### src/rtl/ss_rom_addr_seq_pkg.sv
// Shared types and default widths for the sample-ROM address sequencer.
package ss_rom_pkg;

    localparam int ADDR_ROM_DEF = 16;
    localparam int STEP_W_DEF   = 4;

    typedef enum logic {
        IDLE = 1'b0,
        RUN  = 1'b1
    } state_e;

endpackage

### src/rtl/ss_rom_addr_seq_step.sv
// Next-address adder with carry-extended end-of-range compare; a step of 0 advances by 1.
module ss_rom_addr_step #(
    parameter int ADDR_ROM = 16,
    parameter int STEP_W   = 4
) (
    input  logic [ADDR_ROM-1:0] addr_i,
    input  logic [ADDR_ROM-1:0] last_i,
    input  logic [STEP_W-1:0]   step_i,
    output logic [ADDR_ROM-1:0] nxt_o,
    output logic                ovf_o
);

    logic [STEP_W-1:0] step_eff;
    logic [ADDR_ROM:0] sum;

    assign step_eff = (step_i == '0) ? STEP_W'(1) : step_i;
    // The extra carry bit stops an address near the top of the map from wrapping to a small value.
    assign sum   = {1'b0, addr_i} + {{(ADDR_ROM + 1 - STEP_W){1'b0}}, step_eff};
    assign ovf_o = sum > {1'b0, last_i};
    assign nxt_o = sum[ADDR_ROM-1:0];

endmodule

### src/rtl/ss_rom_addr_seq.sv
// Bounded, strided ROM address generator with valid/ready output and done/wrap pulses.
// Optional SS_ROM_ADDR_SEQ_ERR_EN adds a sticky o_err that rejects starts with base > last.
module ss_rom_addr_seq
    import ss_rom_pkg::*;
#(
    parameter int ADDR_ROM = ADDR_ROM_DEF,
    parameter int STEP_W   = STEP_W_DEF
) (
    input  logic                i_clk,
    input  logic                i_rst,
    input  logic                i_start,
    input  logic                i_stop,
    input  logic [ADDR_ROM-1:0] i_cfg_base,
    input  logic [ADDR_ROM-1:0] i_cfg_last,
    input  logic [STEP_W-1:0]   i_cfg_step,
    input  logic                i_cfg_wrap,
    input  logic                i_ready,
    output logic [ADDR_ROM-1:0] o_rom_addr,
    output logic                o_valid,
    output logic                o_busy,
    output logic                o_done,
`ifdef SS_ROM_ADDR_SEQ_ERR_EN
    output logic                o_err,
`endif
    output logic                o_wrap
);

    typedef struct packed {
        logic [ADDR_ROM-1:0] base;
        logic [ADDR_ROM-1:0] last;
        logic [STEP_W-1:0]   step;
        logic                wrap;
    } cfg_t;

    state_e              state_q;
    cfg_t                cfg_q;
    logic [ADDR_ROM-1:0] addr_q;
    logic                valid_q;
    logic                done_q;
    logic                wrap_q;
    logic [ADDR_ROM-1:0] nxt_addr;
    logic                nxt_ovf;
    logic                xfer;

    ss_rom_addr_step #(
        .ADDR_ROM (ADDR_ROM),
        .STEP_W   (STEP_W)
    ) u_step (
        .addr_i (addr_q),
        .last_i (cfg_q.last),
        .step_i (cfg_q.step),
        .nxt_o  (nxt_addr),
        .ovf_o  (nxt_ovf)
    );

    assign xfer = (state_q == RUN) && valid_q && i_ready;

`ifdef SS_ROM_ADDR_SEQ_ERR_EN
    logic err_q;
    logic cfg_bad;

    assign cfg_bad = i_cfg_base > i_cfg_last;
    assign o_err   = err_q;

    always_ff @(posedge i_clk or posedge i_rst) begin
        if (i_rst) begin
            err_q <= 1'b0;
        end else if (i_start && !i_stop) begin
            err_q <= cfg_bad;
        end
    end
`else
    logic cfg_bad;

    assign cfg_bad = 1'b0;
`endif

    // Priority: stop, then start, then an accepted transfer.
    always_ff @(posedge i_clk or posedge i_rst) begin
        if (i_rst) begin
            state_q <= IDLE;
            cfg_q   <= '0;
            addr_q  <= '0;
            valid_q <= 1'b0;
            done_q  <= 1'b0;
            wrap_q  <= 1'b0;
        end else begin
            done_q <= 1'b0;
            wrap_q <= 1'b0;
            if (i_stop) begin
                state_q <= IDLE;
                valid_q <= 1'b0;
            end else if (i_start) begin
                if (cfg_bad) begin
                    state_q <= IDLE;
                    valid_q <= 1'b0;
                end else begin
                    cfg_q.base <= i_cfg_base;
                    cfg_q.last <= i_cfg_last;
                    cfg_q.step <= i_cfg_step;
                    cfg_q.wrap <= i_cfg_wrap;
                    addr_q     <= i_cfg_base;
                    state_q    <= RUN;
                    valid_q    <= 1'b1;
                end
            end else if (xfer) begin
                if (!nxt_ovf) begin
                    addr_q <= nxt_addr;
                end else if (cfg_q.wrap) begin
                    addr_q <= cfg_q.base;
                    wrap_q <= 1'b1;
                end else begin
                    // One-shot end: the last issued address stays on the bus.
                    state_q <= IDLE;
                    valid_q <= 1'b0;
                    done_q  <= 1'b1;
                end
            end
        end
    end

    assign o_rom_addr = addr_q;
    assign o_valid    = valid_q;
    assign o_busy     = (state_q == RUN);
    assign o_done     = done_q;
    assign o_wrap     = wrap_q;

endmodule

### config.mk
export PLATFORM = sky130hd
export DESIGN_NAME = ss_rom_addr_seq
export DESIGN_NICKNAME = d
export VERILOG_FILES = /design/src/rtl/ss_rom_addr_seq_pkg.sv /design/src/rtl/ss_rom_addr_seq_step.sv /design/src/rtl/ss_rom_addr_seq.sv
export SDC_FILE = /design/constraint.sdc
export NUM_CORES = 1
export LEC_CHECK = 0
export ABC_CLOCK_PERIOD_IN_PS = 11100
export BUFFER_PORTS_ARGS = -buffer_cell sky130_fd_sc_hd__buf_2
export CORE_AREA = 2 2 140 74
export DETAILED_ROUTE_END_ITERATION = 8
export DIE_AREA = 0 0 142 76
export MAX_ROUTING_LAYER = met4
export PLACE_DENSITY_LB_ADDON = 0.2
export SLEW_MARGIN = 15
export SYNTH_ARGS = -nofsm -noshare
export SYNTH_HDL_FRONTEND = slang
export SYNTH_SLANG_ARGS = --single-unit
### constraint.sdc
create_clock -name i_clk -period 11.1 [get_ports i_clk]
set_clock_uncertainty 0.1 [all_clocks]
set_input_delay 1.11 -clock i_clk [delete_from_list [all_inputs] [get_ports i_clk]]
set_output_delay 1.11 -clock i_clk [all_outputs]
set_load 0.02 [all_outputs]
# [Word level (Yosys, flattened, before mapping)]
# Index checks and enable logic that the tools add are counted.
[word_totals] regBits=56 in_bits=42 wordCells=41
[op_classes] n_addsub=1 n_lt_le_gt_ge=1 n_eq_ne=2 muxes=20 n_bitwise=1 reduce_logical=8
[ops] op="two-way mux 16 bit" count=4
[ops] op="adder 16 x 4 -> 17 bit" count=1
[ops] op="greater-than comparator 17 x 16 -> 1 bit" count=1
[ops] op="two-way mux 1 bit" count=15
[ops] op="inequality test 3 bit (second input constant)" count=2
[ops] op="AND reduction 3 bit" count=2
[ops] op="nonzero test 3 bit" count=2
[ops] op="logical NOT 4 bit" count=1
[ops] op="two-way mux 4 bit" count=1
[ops] op="AND reduction 2 bit" count=1
[ops] op="nonzero test 2 bit" count=1
[ops] op="logical AND 1 bit" count=1
[ops] op="inverter 1 bit" count=1

# [Depth between registers and ports, before layout]
[depth] word_depth=8 mapped_depth=18

# [Cells and area by module]
# A second synthesis with hierarchy kept.
[unflattened] cells_unflattened=307 hier_area_um2=3443.3
[by_module_without_submodules] mod="ss_rom_addr_seq" instances=1 cells_per_inst=201 area_each_um2=2673.8
[by_module_without_submodules] mod="ss_rom_addr_step" instances=1 cells_per_inst=106 area_each_um2=769.5

# [Least setup slack after synthesis]
# No wires, ideal clock.
[synth_path] kind="register -> register" startpoint="register cfg_q[4] in the netlist's numbering" endpoint="register addr_q[8] (netlist: o_rom_addr[8])" arrival_ns=3.520 path_slack_ns=7.351 stages_incl_launch_ff=17 n_path_buf=1 period_less_slack_ns=3.749 cell_sequence="dfrtp_1 > nor3_1 > or2_2 > ha_1 > fa_1 > nand3_1 > and2_1 > nor2_1 > xor2_1 > ha_1 > a211oi_1 > o21ai_0 > o22a_2 > o31ai_4 > a21oi_4 > buf_6 > a2111o_1"
[synth_via] elab_chain_len=7 elab_cells_between_ends=9
[synth_rtl] element="start: declaration" line="ss_rom_addr_seq.sv:36" rtl="cfg_t cfg_q;"
[synth_rtl] element="logical NOT 4 bit" line="ss_rom_addr_seq_step.sv:16" rtl="assign step_eff = (step_i == '0) ? STEP_W'(1) : step_i;"
[synth_rtl] element="two-way mux 4 bit *" line="ss_rom_addr_seq_step.sv:16"
[synth_rtl] element="adder 16 x 4 -> 17 bit *" line="ss_rom_addr_seq_step.sv:18" rtl="assign sum = {1'b0, addr_i} + {{(ADDR_ROM + 1 - STEP_W){1'b0}}, step_eff};"
[synth_rtl] element="greater-than comparator 17 x 16 -> 1 bit" line="ss_rom_addr_seq_step.sv:19" rtl="assign ovf_o = sum > {1'b0, last_i};"
[synth_rtl] element="two-way mux 16 bit" line="ss_rom_addr_seq.sv:107" rtl="if (!nxt_ovf) begin"
[synth_rtl] element="two-way mux 16 bit" line="ss_rom_addr_seq.sv:106" rtl="end else if (xfer) begin"
[synth_rtl] element="two-way mux 16 bit" line="ss_rom_addr_seq.sv:93" rtl="end else if (i_start) begin"
[synth_rtl] element="end signal: assignment" line="ss_rom_addr_seq.sv:102" rtl="addr_q <= i_cfg_base;"
[synth_rtl] element="end signal: assignment" line="ss_rom_addr_seq.sv:108" rtl="addr_q <= nxt_addr;"
[synth_rtl] element="end signal: assignment" line="ss_rom_addr_seq.sv:110" rtl="addr_q <= cfg_q.base;"
[synth_rtl] element="end: declaration" line="ss_rom_addr_seq.sv:37" rtl="logic [ADDR_ROM-1:0] addr_q;"
# Every way passes the cells marked *; elsewhere a longest branch is shown, timed or not. The select of a mux whose other input is x is not followed.
# A chain may end at the register's enable or synchronous reset.

# [Worst setup path after layout]
[layout_path] startpoint="register cfg_q[2] in the netlist's numbering" endpoint="register addr_q[4] (netlist: o_rom_addr[4])"
# Same word-level chain as after synthesis.

==> reports/metrics.json <==
{
  "placement": {
    "dpl.hpwl_microns": 6020,
    "buffer_ports.inserted": 61,
    "place_inst": 518,
    "routabilityCongestion": 0.790
  },
  "logic_synthesis": {
    "synth_area_sq_um": 3280,
    "synth_adder_area_share": 0.0823,
    "post_synth_inst_count": 349,
    "ys_warn_count": 0,
    "number_of_enable_flip_flop_cells_after_synthesis": 0,
    "synth_area_per_cell_sq_um": 9.41,
    "yosys_most_used_dff": "dfrtp_1",
    "synth_fp_nets": 412,
    "compound_gate_fraction_of_synth_area": 0.179,
    "synth-xor-area-share": 0.0373,
    "seq_area_frac_synth": 0.427,
    "yosys-mux-area-fraction": 0.00610,
    "synth_top_family_by_area": "simple AND/OR/NAND/NOR gates",
    "register_bit_total_from_synthesis": 56,
    "async_flop_share": 1.00,
    "simple_gate_area_share_of_the_yosys_netlist": 0.211,
    "synthDistinctLibCells": 47
  },
  "timing": {
    "hold_violations": 0,
    "fin_setup_tns_ns": 0,
    "setup_viol_count_final": 0,
    "worst_pin_slew_ns": 1.19,
    "post-route-min-period_ns": 4.58,
    "rsz0062_at_grt": "no",
    "max_freq_mhz": 219,
    "slew_viol_final": 0,
    "max_slew_headroom_at_the_worst_pin": 0.206,
    "finalCritPeriodShare": 0.412
  },
  "clock_tree": {
    "cts_hold_fix_bufs": 0,
    "ctsLongestPathBuffers": 2,
    "htree_levels": 2,
    "cts_buf_count": 5,
    "clock-sinks": 56,
    "ctsResizeCount": 0,
    "cts_tree": "built",
    "postCtsSetupRepairBufs": 0,
    "clk_transition_reported_paths_ns": 0.07,
    "insertion_delay_ns": 0.30,
    "ctsRootBufferMaster": "clkbuf_16"
  },
  "critical_path": {
    "critical_path.endpoint_type": "flop",
    "critical_r2r_capture": "o_rom_addr[4]",
    "reg2reg_depth": 15,
    "register_to_register_setup_slack_ns": 6.52,
    "cp-start-kind": "flop",
    "worst-path-max-fanout": 30,
    "critPathArrivalTime_ns": 4.66,
    "cp.required_ns": 11.18,
    "setup.worst_path.class": "flop to flop",
    "crit-reg2reg-launch": "cfg_q[2]",
    "crit_start": "cfg_q[2]"
  },
  "hold_path": {
    "worst_hold_path.endpoint": "cfg_q[29]",
    "hold_class": "flop to flop",
    "holdPathStages": 1,
    "hold_path.startpoint": "cfg_q[29]"
  },
  "global_route": {
    "grt_max_degree": 57,
    "antenna_found_initial": 0,
    "global_route.peak_usage_layer": "met1",
    "grt_pass1_wl_microns": 13800,
    "gr-total-overflow": 0,
    "global_route.usage.total": 0.166,
    "grt.met1_usage": 0.254,
    "use_met3": 0.0390,
    "met2_usage": 0.217,
    "first_global_vias": 2716
  },
  "floorplan": {
    "top_level_ports": 62,
    "core_area_sq_um": 9730,
    "chipHeight_microns": 76,
    "fp.dieArea_sq_um": 10800,
    "initial_core_utilization": 0.338,
    "rows": 26,
    "die_w_microns": 142
  },
  "detailed_routing": {
    "detailedRoute.firstPassIterationCount": 4,
    "routed_wirelength_microns": 8380,
    "via_per_inst": 4.98,
    "drc": 0,
    "drt.antenna.violating_nets": 0,
    "first_iter_violations": 204,
    "detailroute.via_count": 2620,
    "post_drt_wl_per_cell_microns": 15.9
  },
  "power": {
    "peakVddDrop_mv": 0.0637,
    "power_density_nw_per_um2": 163,
    "clkPwrFrac": 0.266,
    "leakagePower_nw": 1.95,
    "report.power.total_uw": 623,
    "share_comb_of_total_power": 0.317,
    "internal_power_uw": 404,
    "switching_share": 0.352,
    "seq_power_share": 0.417,
    "switchingPower_uw": 219
  },
  "final_layout": {
    "antenna_cells_inserted": 0,
    "num-nets-final": 462,
    "fillCellCount": 999,
    "flow.area_growth_from_synthesis_pct": 16.6,
    "post_layout_nonfiller_instances": 526,
    "drive_gt1_frac": 0.223
  },
  "run": {
    "drv_cap": 0
  },
  "outcome": {
    "status": "completed"
  }
}
==> layout by cell type, fill, tap and decap left out, types with 2 or more instances in the layout <==
cell type  count
a2111o_1      13
a211oi_1       3
a21o_1        14
a21oi_1        4
a21oi_2        2
a221o_1        3
and2_1        15
and3_1        13
buf_2         61
buf_4          3
clkbuf_1       2
clkbuf_16      5
dfrtp_1       56
ha_1          20
inv_1         20
mux2i_1        2
nand2_1       52
nand3_1       23
nand4_1        4
nor2_1        21
nor3_2         2
o21ai_0       21
o21bai_1       3
o31ai_4        2
xnor2_1       11
xor2_1         3
==> worst max-delay path by stage <==
stage                     cells after the start  slack [ns]            end
after floorplan                              16        7.35  o_rom_addr[8]
after global placement                       15        6.70  o_rom_addr[8]
after detailed placement                     15        6.57  o_rom_addr[8]
after CTS                                    15        6.52  o_rom_addr[4]
after global routing                         16        6.25  o_rom_addr[1]
final                                        15        6.52  o_rom_addr[4]
==> layout make-up <==
| cell class | instances | area [sq um] | share of cell area |
|---|---|---|---|
| repair buffers | 64 | 328 | 0.0856 |
| well taps | 126 | 158 | 0.0412 |
| inverters | 22 | 82.6 | 0.0216 |
| clock buffers | 8 | 146 | 0.0382 |
| multi-input cells | 250 | 1710 | 0.448 |
| flip-flops and latches | 56 | 1400 | 0.366 |
==> Yosys cell counts (11+ instances only) <==
| library cell | number | share of area |
|---|---|---|
| and2_1 | 15 | 0.029 |
| and3_1 | 13 | 0.025 |
| xnor2_1 | 11 | 0.029 |
| clkbuf_1 | 14 | 0.016 |
| nand3_1 | 23 | 0.035 |
| ha_1 | 20 | 0.076 |
| dfrtp_1 | 56 | 0.43 |
| o21ai_0 | 21 | 0.032 |
| nand2_1 | 52 | 0.059 |
| a2111o_1 | 13 | 0.045 |
| inv_1 | 21 | 0.024 |
| nor2_1 | 22 | 0.025 |
| a21o_1 | 14 | 0.032 |
==> sequential cells by signal, indices dropped and copies added, names as in the netlist <==
signal,count
o_wrap,1
cfg_q,37
o_rom_addr,16
o_valid,1
o_done,1
==> kinds of logic (layout without fill, tap and decap cells) <==
group | after synthesis | in the layout
and+or+nand+nor | 141 | 141
AOI/OAI and AO/OA | 72 | 72
DFF | 56 | 56
buffers and inverters | 43 | 94
adders and majority gates | 21 | 21
xor gates and xnor gates | 14 | 14
muxes | 2 | 2
==> worst max-delay path, stage by stage (launching register included) <==
cell	delay [ns]
dfrtp_1	0.42
nor3_1	0.07
or2_2	0.27
ha_1	0.23
fa_1	0.41
nand3_1	0.15
and2_1	0.18
nor2_1	0.06
xor2_1	0.20
ha_1	0.28
a211oi_1	0.21
o21ai_0	0.12
o22a_2	0.24
o31ai_4	1.01
o2bb2ai_1	0.17
a221o_1	0.32
==> power by group through the flow <==
stage / Combinational [mW] / Sequential (mW) / Clock (mW)
5_1_grt: 0.220 / 0.264 / 0.179
2_1_floorplan: 0.136 / 0.266 / 0
4_1_cts: 0.200 / 0.260 / 0.170
3_3_place_gp: 0.193 / 0.263 / 0
3_5_place_dp: 0.198 / 0.264 / 0
6_report: 0.197 / 0.260 / 0.166
==> metal layers <==
metal / share of wire / wire, microns
met1: 0.56 / 4650
met2: 0.38 / 3210
met3: 0.051 / 431
met4: 0.011 / 89
met5: 0 / 0
==> through the flow <==
stage                      util  setup slack, ns  hold WS [ns]  cell area (sq um)
after floorplan               -             7.35         0.338               3280
after global placement    0.379             6.70         0.362               3680
after detailed placement  0.379             6.57         0.367               3680
after CTS                 0.394             6.52         0.383               3830
after global routing      0.394             6.25         0.396               3830
final                     0.394             6.52         0.380               3830
No activity file was read; power rests on OpenSTA's default activity.
